### config.mk
export PLATFORM = sky130hd
export DESIGN_NAME = mem_arbiter_ctrl
export DESIGN_NICKNAME = d
export VERILOG_FILES = /design/src/rtl/mem_arbiter_ctrl.sv
export SDC_FILE = /design/constraint.sdc
export NUM_CORES = 1
export LEC_CHECK = 0
export BUFFER_PORTS_ARGS = -buffer_cell sky130_fd_sc_hd__buf_2
export CAP_MARGIN = 20
export CORE_AREA = 3 3 132 134
export CTS_BUF_LIST = sky130_fd_sc_hd__clkbuf_4 sky130_fd_sc_hd__clkbuf_8
export CTS_CLUSTER_DIAMETER = 40
export DETAILED_ROUTE_END_ITERATION = 10
export DIE_AREA = 0 0 135 137
export MAX_ROUTING_LAYER = met4
export PLACE_DENSITY = 0.69
export SETUP_SLACK_MARGIN = 0.4
export SLEW_MARGIN = 25
export SYNTH_ARGS = -nofsm -noshare
export SYNTH_HDL_FRONTEND = slang
export SYNTH_SLANG_ARGS = --single-unit
### constraint.sdc
create_clock -name clk -period 3.1 [get_ports clk]
set_input_delay 0.31 -clock clk [delete_from_list [all_inputs] [get_ports clk]]
set_output_delay 0.31 -clock clk [all_outputs]
set_load 0.02 [all_outputs]
### src/rtl/mem_arbiter_ctrl.sv
// Byte-wide RAM sequencer shared by fetch and load/store (MEM has priority); word read done 6 cycles after request, word store 5.
// No new access is accepted in a done cycle; stallreq holds the pipeline while any request is outstanding.
module mem_arbiter_ctrl #(
    parameter int RAM_ADDR_WIDTH = 17
) (
    input  logic                      clk,
    input  logic                      rst,
    input  logic                      if_req,
    input  logic [31:0]               if_addr,
    input  logic                      branch_flag_i,
    input  logic                      mem_req,
    input  logic                      mem_we,
    input  logic [1:0]                mem_len,
    input  logic [31:0]               mem_addr,
    input  logic [31:0]               mem_wdata,
    input  logic [7:0]                ram_din,
    output logic [RAM_ADDR_WIDTH-1:0] ram_a,
    output logic [7:0]                ram_dout,
    output logic                      ram_wr,
    output logic [31:0]               if_inst,
    output logic                      if_done,
    output logic [31:0]               mem_rdata,
    output logic                      mem_done,
    output logic                      stallreq
);

    typedef enum logic [1:0] {IDLE, IF_RD, MEM_RD, MEM_WR} state_t;

    state_t      state, state_nxt;
    logic [2:0]  cnt, cnt_nxt, num, mem_num;
    logic [31:0] base, wdata, cap, cap_nxt, addr_sum;
    logic [1:0]  lane;
    logic        start_if, start_mem, fin_if, fin_rd, fin_wr;
    logic        unused_addr_bits;

    assign addr_sum         = base + {29'd0, cnt};
    assign unused_addr_bits = ^addr_sum[31:RAM_ADDR_WIDTH];
    // Read data lags the address by one cycle, so count N captures byte N-1.
    assign lane             = 2'(cnt - 3'd1);
    assign mem_num          = (mem_len == 2'd0) ? 3'd1 : (mem_len == 2'd1) ? 3'd2 : 3'd4;
    assign stallreq         = (mem_req & ~mem_done) | (if_req & ~if_done & ~branch_flag_i);

    always_comb begin
        state_nxt = state;
        cnt_nxt   = cnt;
        cap_nxt   = cap;
        ram_a     = '0;
        ram_wr    = 1'b0;
        ram_dout  = 8'h00;
        start_if  = 1'b0;
        start_mem = 1'b0;
        fin_if    = 1'b0;
        fin_rd    = 1'b0;
        fin_wr    = 1'b0;
        case (state)
            IDLE: begin
                if (!(if_done || mem_done)) begin
                    if (mem_req) begin
                        start_mem = 1'b1;
                        cnt_nxt   = 3'd0;
                        state_nxt = mem_we ? MEM_WR : MEM_RD;
                    end else if (if_req && !branch_flag_i) begin
                        start_if  = 1'b1;
                        cnt_nxt   = 3'd0;
                        state_nxt = IF_RD;
                    end
                end
            end
            IF_RD, MEM_RD: begin
                if (cnt < num) begin
                    ram_a = addr_sum[RAM_ADDR_WIDTH-1:0];
                end
                if (cnt != 3'd0) begin
                    cap_nxt[{lane, 3'b000} +: 8] = ram_din;
                end
                cnt_nxt = cnt + 3'd1;
                if (cnt == num) begin
                    state_nxt = IDLE;
                    cnt_nxt   = 3'd0;
                    fin_if    = (state == IF_RD);
                    fin_rd    = (state == MEM_RD);
                end
                // A taken branch discards the fetch even on its final capture.
                if (state == IF_RD && branch_flag_i) begin
                    state_nxt = IDLE;
                    cnt_nxt   = 3'd0;
                    fin_if    = 1'b0;
                end
            end
            MEM_WR: begin
                if (cnt < num) begin
                    ram_a    = addr_sum[RAM_ADDR_WIDTH-1:0];
                    ram_dout = wdata[{cnt[1:0], 3'b000} +: 8];
                    ram_wr   = 1'b1;
                end
                cnt_nxt = cnt + 3'd1;
                if (cnt == num - 3'd1) begin
                    state_nxt = IDLE;
                    cnt_nxt   = 3'd0;
                    fin_wr    = 1'b1;
                end
            end
            default: state_nxt = IDLE;
        endcase
    end

    always_ff @(posedge clk or negedge rst) begin
        if (!rst) begin
            state     <= IDLE;
            cnt       <= 3'd0;
            num       <= 3'd0;
            base      <= '0;
            wdata     <= '0;
            cap       <= '0;
            if_inst   <= '0;
            mem_rdata <= '0;
            if_done   <= 1'b0;
            mem_done  <= 1'b0;
        end else begin
            state    <= state_nxt;
            cnt      <= cnt_nxt;
            if_done  <= fin_if;
            mem_done <= fin_rd | fin_wr;
            if (start_mem) begin
                base  <= mem_addr;
                wdata <= mem_wdata;
                num   <= mem_num;
                cap   <= '0;
            end else if (start_if) begin
                base <= if_addr;
                num  <= 3'd4;
                cap  <= '0;
            end else begin
                cap <= cap_nxt;
            end
            if (fin_if) if_inst <= cap_nxt;
            if (fin_rd) mem_rdata <= cap_nxt;
        end
    end

endmodule

After elaboration in Yosys (flattened, before gate mapping)
Cells that the tools add are included.

word-level totals
  bits in registers = 155
  output and inout port bits = 93
  word-level logic and storage cells = 95

operators by class
  add/subtract/negate cells = 5
  order comparisons = 1
  equal/unequal tests = 10
  shift-type cells = 3
  multiplexer cells = 46
  bitwise gates (word level) = 8
  reduce and logical (&&, ||, !) cells = 12

operator list
  kind                                                  count
  two-way mux 32 bit                                    4
  two-way mux 17 bit                                    4
  bitwise mux 32 bit                                    1
  variable shift 8 x 7 -> 32 bit, first input constant  1
  indexed part select 32 x 6 -> 8 bit                   1
  indexed part select 8 x 7 -> 32 bit                   1
  two-way mux 3 bit                                     10
  adder 17 x 3 -> 17 bit                                1
  two-way mux 1 bit                                     17
  two-way mux 8 bit                                     2
  two-way mux 2 bit                                     6
  one-hot mux 3 bit (3 select lines)                    1
  negation 5 -> 7 bit                                   1
  equality test 3 bit                                   2
  != test 3 bit, second input constant                  2
  one-hot mux 2 bit (3 select lines)                    1
  equality test 2 x 1 -> 1 bit, second input constant   2
  equality test 2 bit, second input constant            2
  zero test 2 bit                                       2
  != test 2 bit, second input constant                  2
  AND reduction 4 bit                                   1
  adder 3 x 1 -> 3 bit, second input constant           1
  AND 1 bit                                             3
  less-than comparator 3 bit                            1
  other kinds (12)                                      16

Depth between registers and ports, before layout
  word-level depth = 8
  mapped depth = 10
  mapped depth without buffers = 7

Worst setup path after synthesis
Ideal clock, no wire load.

  path kind = reg2out
  start point = reg cnt[1]
  end point = out ram_a[16]
  arrival time = 2.544 ns
  data required time = 2.790 ns
  setup slack = 0.246 ns
  cell stages (with the launch flop) = 8
  cells stage by stage = dfrtp_1 clkbuf_1 inv_1 fa_1 and2b_1 o2111ai_4 or3_1 a21oi_1

between the ends
  word-level cells in the longest chain between the ends = 3
  elaborated cells on any way between the ends = 4

ends and longest elaborated chain
  element                                                                      line        RTL
  from (decl)                                                                  30          logic [2:0] cnt, cnt_nxt, num, mem_num;
  from (signal assigned)                                                       121         cnt <= cnt_nxt;
  adder 17 x 3 -> 17 bit / less-than comparator 3 bit (equally long branches)  36, 70, 91
  two-way mux 17 bit (*)                                                       70, 91
  two-way mux 17 bit (*)                                                       n/a
  to (decl)                                                                    17          output logic [RAM_ADDR_WIDTH-1:0] ram_a,

Every way passes the cells marked *; elsewhere a longest branch is shown, timed or not.

Worst setup path after layout
  start point = reg cnt[0]
  end point = out ram_a[14]

Same word-level chain as after synthesis.

==> report_table.html <==
<table>
<tr><th>Metric</th><th>Value</th></tr>
<tr><th colspan="2">Placement</th></tr>
<tr><td>Number of buffers inserted by port buffering</td><td>174</td></tr>
<tr><td>Estimated wirelength of the detail-placed design</td><td>12,300 µm</td></tr>
<tr><td>Routability congestion estimate</td><td>between 0.7 and 0.8</td></tr>
<tr><th colspan="2">Power</th></tr>
<tr><td>Power share of the combinational group</td><td>47.6%</td></tr>
<tr><td>IR drop worst, VDD</td><td>0.490 mV</td></tr>
<tr><td>Relative contribution of the clock network to total power</td><td>~17%</td></tr>
<tr><td>Leakage power of the design</td><td>4.75 nW</td></tr>
<tr><td>Proportion of power drawn by flip-flops and latches</td><td>between 30% and 40%</td></tr>
<tr><td>Internal power consumption</td><td>about 5.3 mW</td></tr>
<tr><td>Switching power share of the total</td><td>between 40% and 50%</td></tr>
<tr><td>Power density of the placed cells</td><td>around 1000 nW/µm²</td></tr>
<tr><td>Sw Pwr</td><td>3.97 mW</td></tr>
<tr><th colspan="2">Logic synthesis</th></tr>
<tr><td>Post-synthesis instance area</td><td>7310 µm²</td></tr>
<tr><td>Post-synthesis net count</td><td>895</td></tr>
<tr><td>Post-Syn Instances</td><td>765</td></tr>
<tr><td>Post-synth EDFFs</td><td>0</td></tr>
<tr><td>Main flop type after synthesis</td><td>sky130_fd_sc_hd__dfrtp_1</td></tr>
<tr><td>Number of distinct library cells after synthesis</td><td>54</td></tr>
<tr><td>Biggest area contributors in the synthesized netlist</td><td>sky130_fd_sc_hd__dfrtp_1, sky130_fd_sc_hd__nand2_1, sky130_fd_sc_hd__nor2_1, sky130_fd_sc_hd__mux2i_1, sky130_fd_sc_hd__ha_1</td></tr>
<tr><td>Largest area contributor in the synthesized netlist</td><td>sky130_fd_sc_hd__dfrtp_1</td></tr>
<tr><td>Yosys top cell area share</td><td>53.1%</td></tr>
<tr><td>Mapped Avg Cell Area</td><td>9.55 µm²</td></tr>
<tr><td>Number of flip-flops and latches in the synthesized netlist</td><td>155</td></tr>
<tr><td>Proportion of register bits with asynchronous set or reset after synthesis</td><td>100%</td></tr>
<tr><td>Synth warnings</td><td>0</td></tr>
<tr><td>Proportion of synthesized chip area in sequential cells</td><td>between 50% and 60%</td></tr>
<tr><th colspan="2">Cells and area</th></tr>
<tr><td>Fill cell total of the finished layout</td><td>1,502</td></tr>
<tr><td>Total inserted antenna cells</td><td>0</td></tr>
<tr><td>Fraction of the core area covered by cells at the end of the flow</td><td>56.1%</td></tr>
<tr><td>Commonest cells after routing, fill and taps aside</td><td>sky130_fd_sc_hd__nand2_1, sky130_fd_sc_hd__buf_2, sky130_fd_sc_hd__dfrtp_1</td></tr>
<tr><td>Commonest non-fill, non-tap cell in the layout</td><td>sky130_fd_sc_hd__nand2_1</td></tr>
<tr><td>Area Overhead vs Synth</td><td>26.0%</td></tr>
<tr><td>NumNets Final</td><td>between 1,000 and 1,500</td></tr>
<tr><td>Share of layout cells above drive strength 1</td><td>30.1%</td></tr>
<tr><th colspan="2">Critical path</th></tr>
<tr><td>Worst path cell trace</td><td>ha_4 &gt; inv_2 &gt; fa_2 &gt; and2b_2 &gt; o2111ai_4 &gt; or3_4 &gt; a21oi_2 &gt; buf_4</td></tr>
<tr><td>Endpoint required time on the critical path</td><td>2790 ps</td></tr>
<tr><td>Crit-path slowest cell</td><td>sky130_fd_sc_hd__dfrtp_2</td></tr>
<tr><td>Category of the most critical setup path</td><td>flop to primary output</td></tr>
<tr><td>Slowest Stage Delay on Critical Path</td><td>430 ps</td></tr>
<tr><td>Setup slack, reg-to-reg</td><td>around 860 ps</td></tr>
<tr><td>Top fanout value on the critical path</td><td>4</td></tr>
<tr><td>Sort of element at the start of the critical path</td><td>flop</td></tr>
<tr><td>Sort of element at the end of the critical path</td><td>primary output</td></tr>
<tr><td>Arr. time, crit path</td><td>approximately 2400 ps</td></tr>
<tr><th colspan="2">Drt</th></tr>
<tr><td>Via count</td><td>5,844</td></tr>
<tr><td>Detailed router's first-iteration violation count</td><td>277</td></tr>
<tr><td>Average wire per cell in the routed design</td><td>15.3 µm</td></tr>
<tr><td>Number of vias per cell</td><td>4.98</td></tr>
<tr><td>Number of design rule violations left after detail routing</td><td>0</td></tr>
<tr><td>First drt pass iteration count</td><td>4</td></tr>
<tr><td>Number of nets with antenna violations after routing</td><td>0</td></tr>
<tr><td>WL final</td><td>17,900 µm</td></tr>
<tr><th colspan="2">Clock network</th></tr>
<tr><td>Maximum clock insertion buffer count</td><td>2</td></tr>
<tr><td>Worst-path clk slew</td><td>90 ps</td></tr>
<tr><td>Clock latency at the later pin of the worst-skew pair</td><td>460 ps</td></tr>
<tr><td>CTS Root Buffer Type</td><td>sky130_fd_sc_hd__clkbuf_8</td></tr>
<tr><td>Number of buffers inserted during clock tree synthesis</td><td>17</td></tr>
<tr><td>TritonCTS clock tree</td><td>done</td></tr>
<tr><td>Level count of the clock H-tree</td><td>4</td></tr>
<tr><td>Clk sink count</td><td>155</td></tr>
<tr><th colspan="2">Timing</th></tr>
<tr><td>RSZ-0062 raised after global routing</td><td>true</td></tr>
<tr><td>Setup TNS Final</td><td>0 ps</td></tr>
<tr><td>Minimum hold slack</td><td>36.6 ps</td></tr>
<tr><td>Final critical-path share of the clock period</td><td>88.3%</td></tr>
<tr><td>Endpoints failing setup</td><td>0</td></tr>
<tr><td>Clock tree skew after final layout</td><td>about 19 ps</td></tr>
<tr><td>Relative slew margins</td><td>46.1%</td></tr>
<tr><td>Total count of max-transition violations in the final report</td><td>0</td></tr>
<tr><td>Slew at the pin closest to its max-slew limit</td><td>809 ps</td></tr>
<tr><td>Number of hold violations in the final report</td><td>0</td></tr>
<tr><td>Peak Freq</td><td>365 MHz</td></tr>
<tr><td>Post-layout min period</td><td>2740 ps</td></tr>
<tr><th colspan="2">Floorplanning</th></tr>
<tr><td>Count of boundary I/O pins</td><td>between 200 and 250</td></tr>
<tr><td>Horizontal extent of the die</td><td>135 µm</td></tr>
<tr><td>DIE AREA</td><td>18,500 µm²</td></tr>
<tr><td>Die boundary height</td><td>137 µm</td></tr>
<tr><td>Floorplan Core Area</td><td>16,400 µm²</td></tr>
<tr><td>Effective utilization at floorplan</td><td>44.5%</td></tr>
<tr><td>Std-Cell Rows</td><td>47</td></tr>
<tr><th colspan="2">Global route</th></tr>
<tr><td>Global router's overall resource usage</td><td>20.0%</td></tr>
<tr><td>Antenna violations before repair</td><td>0</td></tr>
<tr><td>Overflow after GRT</td><td>0</td></tr>
<tr><td>Vias in the first global route</td><td>5,554</td></tr>
<tr><td>First-pass GRT wire length</td><td>28,400 µm</td></tr>
<tr><td>Largest net degree at the start of global routing</td><td>85</td></tr>
<tr><th colspan="2">Outcome</th></tr>
<tr><td>Outcome</td><td>complete, no violations</td></tr>
<tr><th colspan="2">Min path</th></tr>
<tr><td>Path class of the lowest-slack min-delay path</td><td>input port to flop</td></tr>
<tr><th colspan="2">Flow run</th></tr>
<tr><td>Number of violations of the max-capacitance limit</td><td>0</td></tr>
</table>
power groups by stage:
| stage | logic, mW | clock network (mW) | registers [mW] |
|---|---|---|---|
| after global placement | 3.83 | 0 | 3.28 |
| after CTS | 4.03 | 1.59 | 3.27 |
| after floorplan | 2.22 | 0 | 3.75 |
| final | 4.40 | 1.55 | 3.29 |
| after detailed placement | 3.88 | 0 | 3.30 |
| after global routing | 4.87 | 1.69 | 3.40 |
path summary, 6_finish.rpt:
check | end | cells after the start | start
min in group asynchronous | if_inst[9] | 2 | rst
max | ram_a[14] | 8 | cnt[0]
max reg2reg | mem_rdata[25] | 5 | state[0]
min reg2reg | wdata[24] | 2 | wdata[24]
min | wdata[22] | 3 | mem_wdata[22]
max in group asynchronous | mem_rdata[12] | 3 | rst
stage by stage:
stage	instances	power [mW]	cell area [µm²]	setup slack, ps
after global placement	1125	7.12	8380	508
after floorplan	765	5.97	7310	491
after CTS	1167	8.89	8910	297
final	1173	9.24	9210	363
after detailed placement	1125	7.18	8380	517
after global routing	1173	9.96	9210	241
sequential cells by signal, indices dropped and copies added (netlist names):
| signal | flops |
|---|---|
| cap | 32 |
| if_inst | 32 |
| mem_rdata | 32 |
| wdata | 32 |
| base | 17 |
| cnt | 3 |
| num | 3 |
| state | 2 |
| if_done | 1 |
| mem_done | 1 |
synthesized netlist by cell type, types with 8 or more instances:
cell type / n
sky130_fd_sc_hd__dfrtp_1: 155
sky130_fd_sc_hd__mux2i_1: 34
sky130_fd_sc_hd__clkbuf_1: 21
sky130_fd_sc_hd__and3_1: 12
sky130_fd_sc_hd__o21ai_1: 11
sky130_fd_sc_hd__nand2_1: 171
sky130_fd_sc_hd__buf_2: 20
sky130_fd_sc_hd__nor2_1: 116
sky130_fd_sc_hd__o21ai_0: 31
sky130_fd_sc_hd__nand2b_1: 13
sky130_fd_sc_hd__a21oi_1: 42
sky130_fd_sc_hd__a31oi_1: 18
sky130_fd_sc_hd__ha_1: 17
sky130_fd_sc_hd__mux4_2: 8
sky130_fd_sc_hd__nor2b_1: 11
sky130_fd_sc_hd__inv_1: 16
cell type report:
class | count | area, µm² | share of cell area [%]
sequential | 155 | 3880 | 42.1
multi-input combinational | 547 | 3330 | 36.2
timing repair buffer | 203 | 1260 | 13.7
tap | 220 | 275 | 2.99
clock buffer | 18 | 248 | 2.69
clock inverter | 14 | 156 | 1.70
inverter | 16 | 60.1 | 0.652
critical path, delay by kind of cell, from the launching register on:
kind,cells,cell delay (ps)
AO/OA/AOI/OAI,2,270
adder cells (fa/ha/maj),2,480
buffers and inverters,2,180
flip-flops,1,430
AND/OR/NAND/NOR,2,620
routing by layer:
| metal | track usage (%) | share of wire (%) | up-vias |
|---|---|---|---|
| met5 | - | 0 | - |
| met2 | 31.3 | 49 | 111 |
| li1 | - | - | 2912 |
| met1 | 26.7 | 45 | 2792 |
| met3 | 3.53 | 3.6 | 29 |
| met4 | 6.33 | 1.9 | 0 |
what timing repair did:
action	4_1_cts	5_1_grt
gates resized for setup	12	63
cloned	1	1
hold endpoints to repair	82	0
pin swaps	6	9
setup buffers	8	5
setup endpoints to repair	26	18
hold buffers	1	0
cell families (layout without fill, tap and decap cells):
logic type | Yosys count | count (layout) | synth area share (%)
simple gates | 354 | 354 | 21.0
mux | 42 | 42 | 7.12
compound gates | 125 | 125 | 10.7
buf+inv | 63 | 251 | 3.75
xor+xnor | 8 | 8 | 1.16
flops | 155 | 155 | 53.1
fa+ha+maj | 18 | 18 | 3.19
Power figures use the tool's default switching activity.
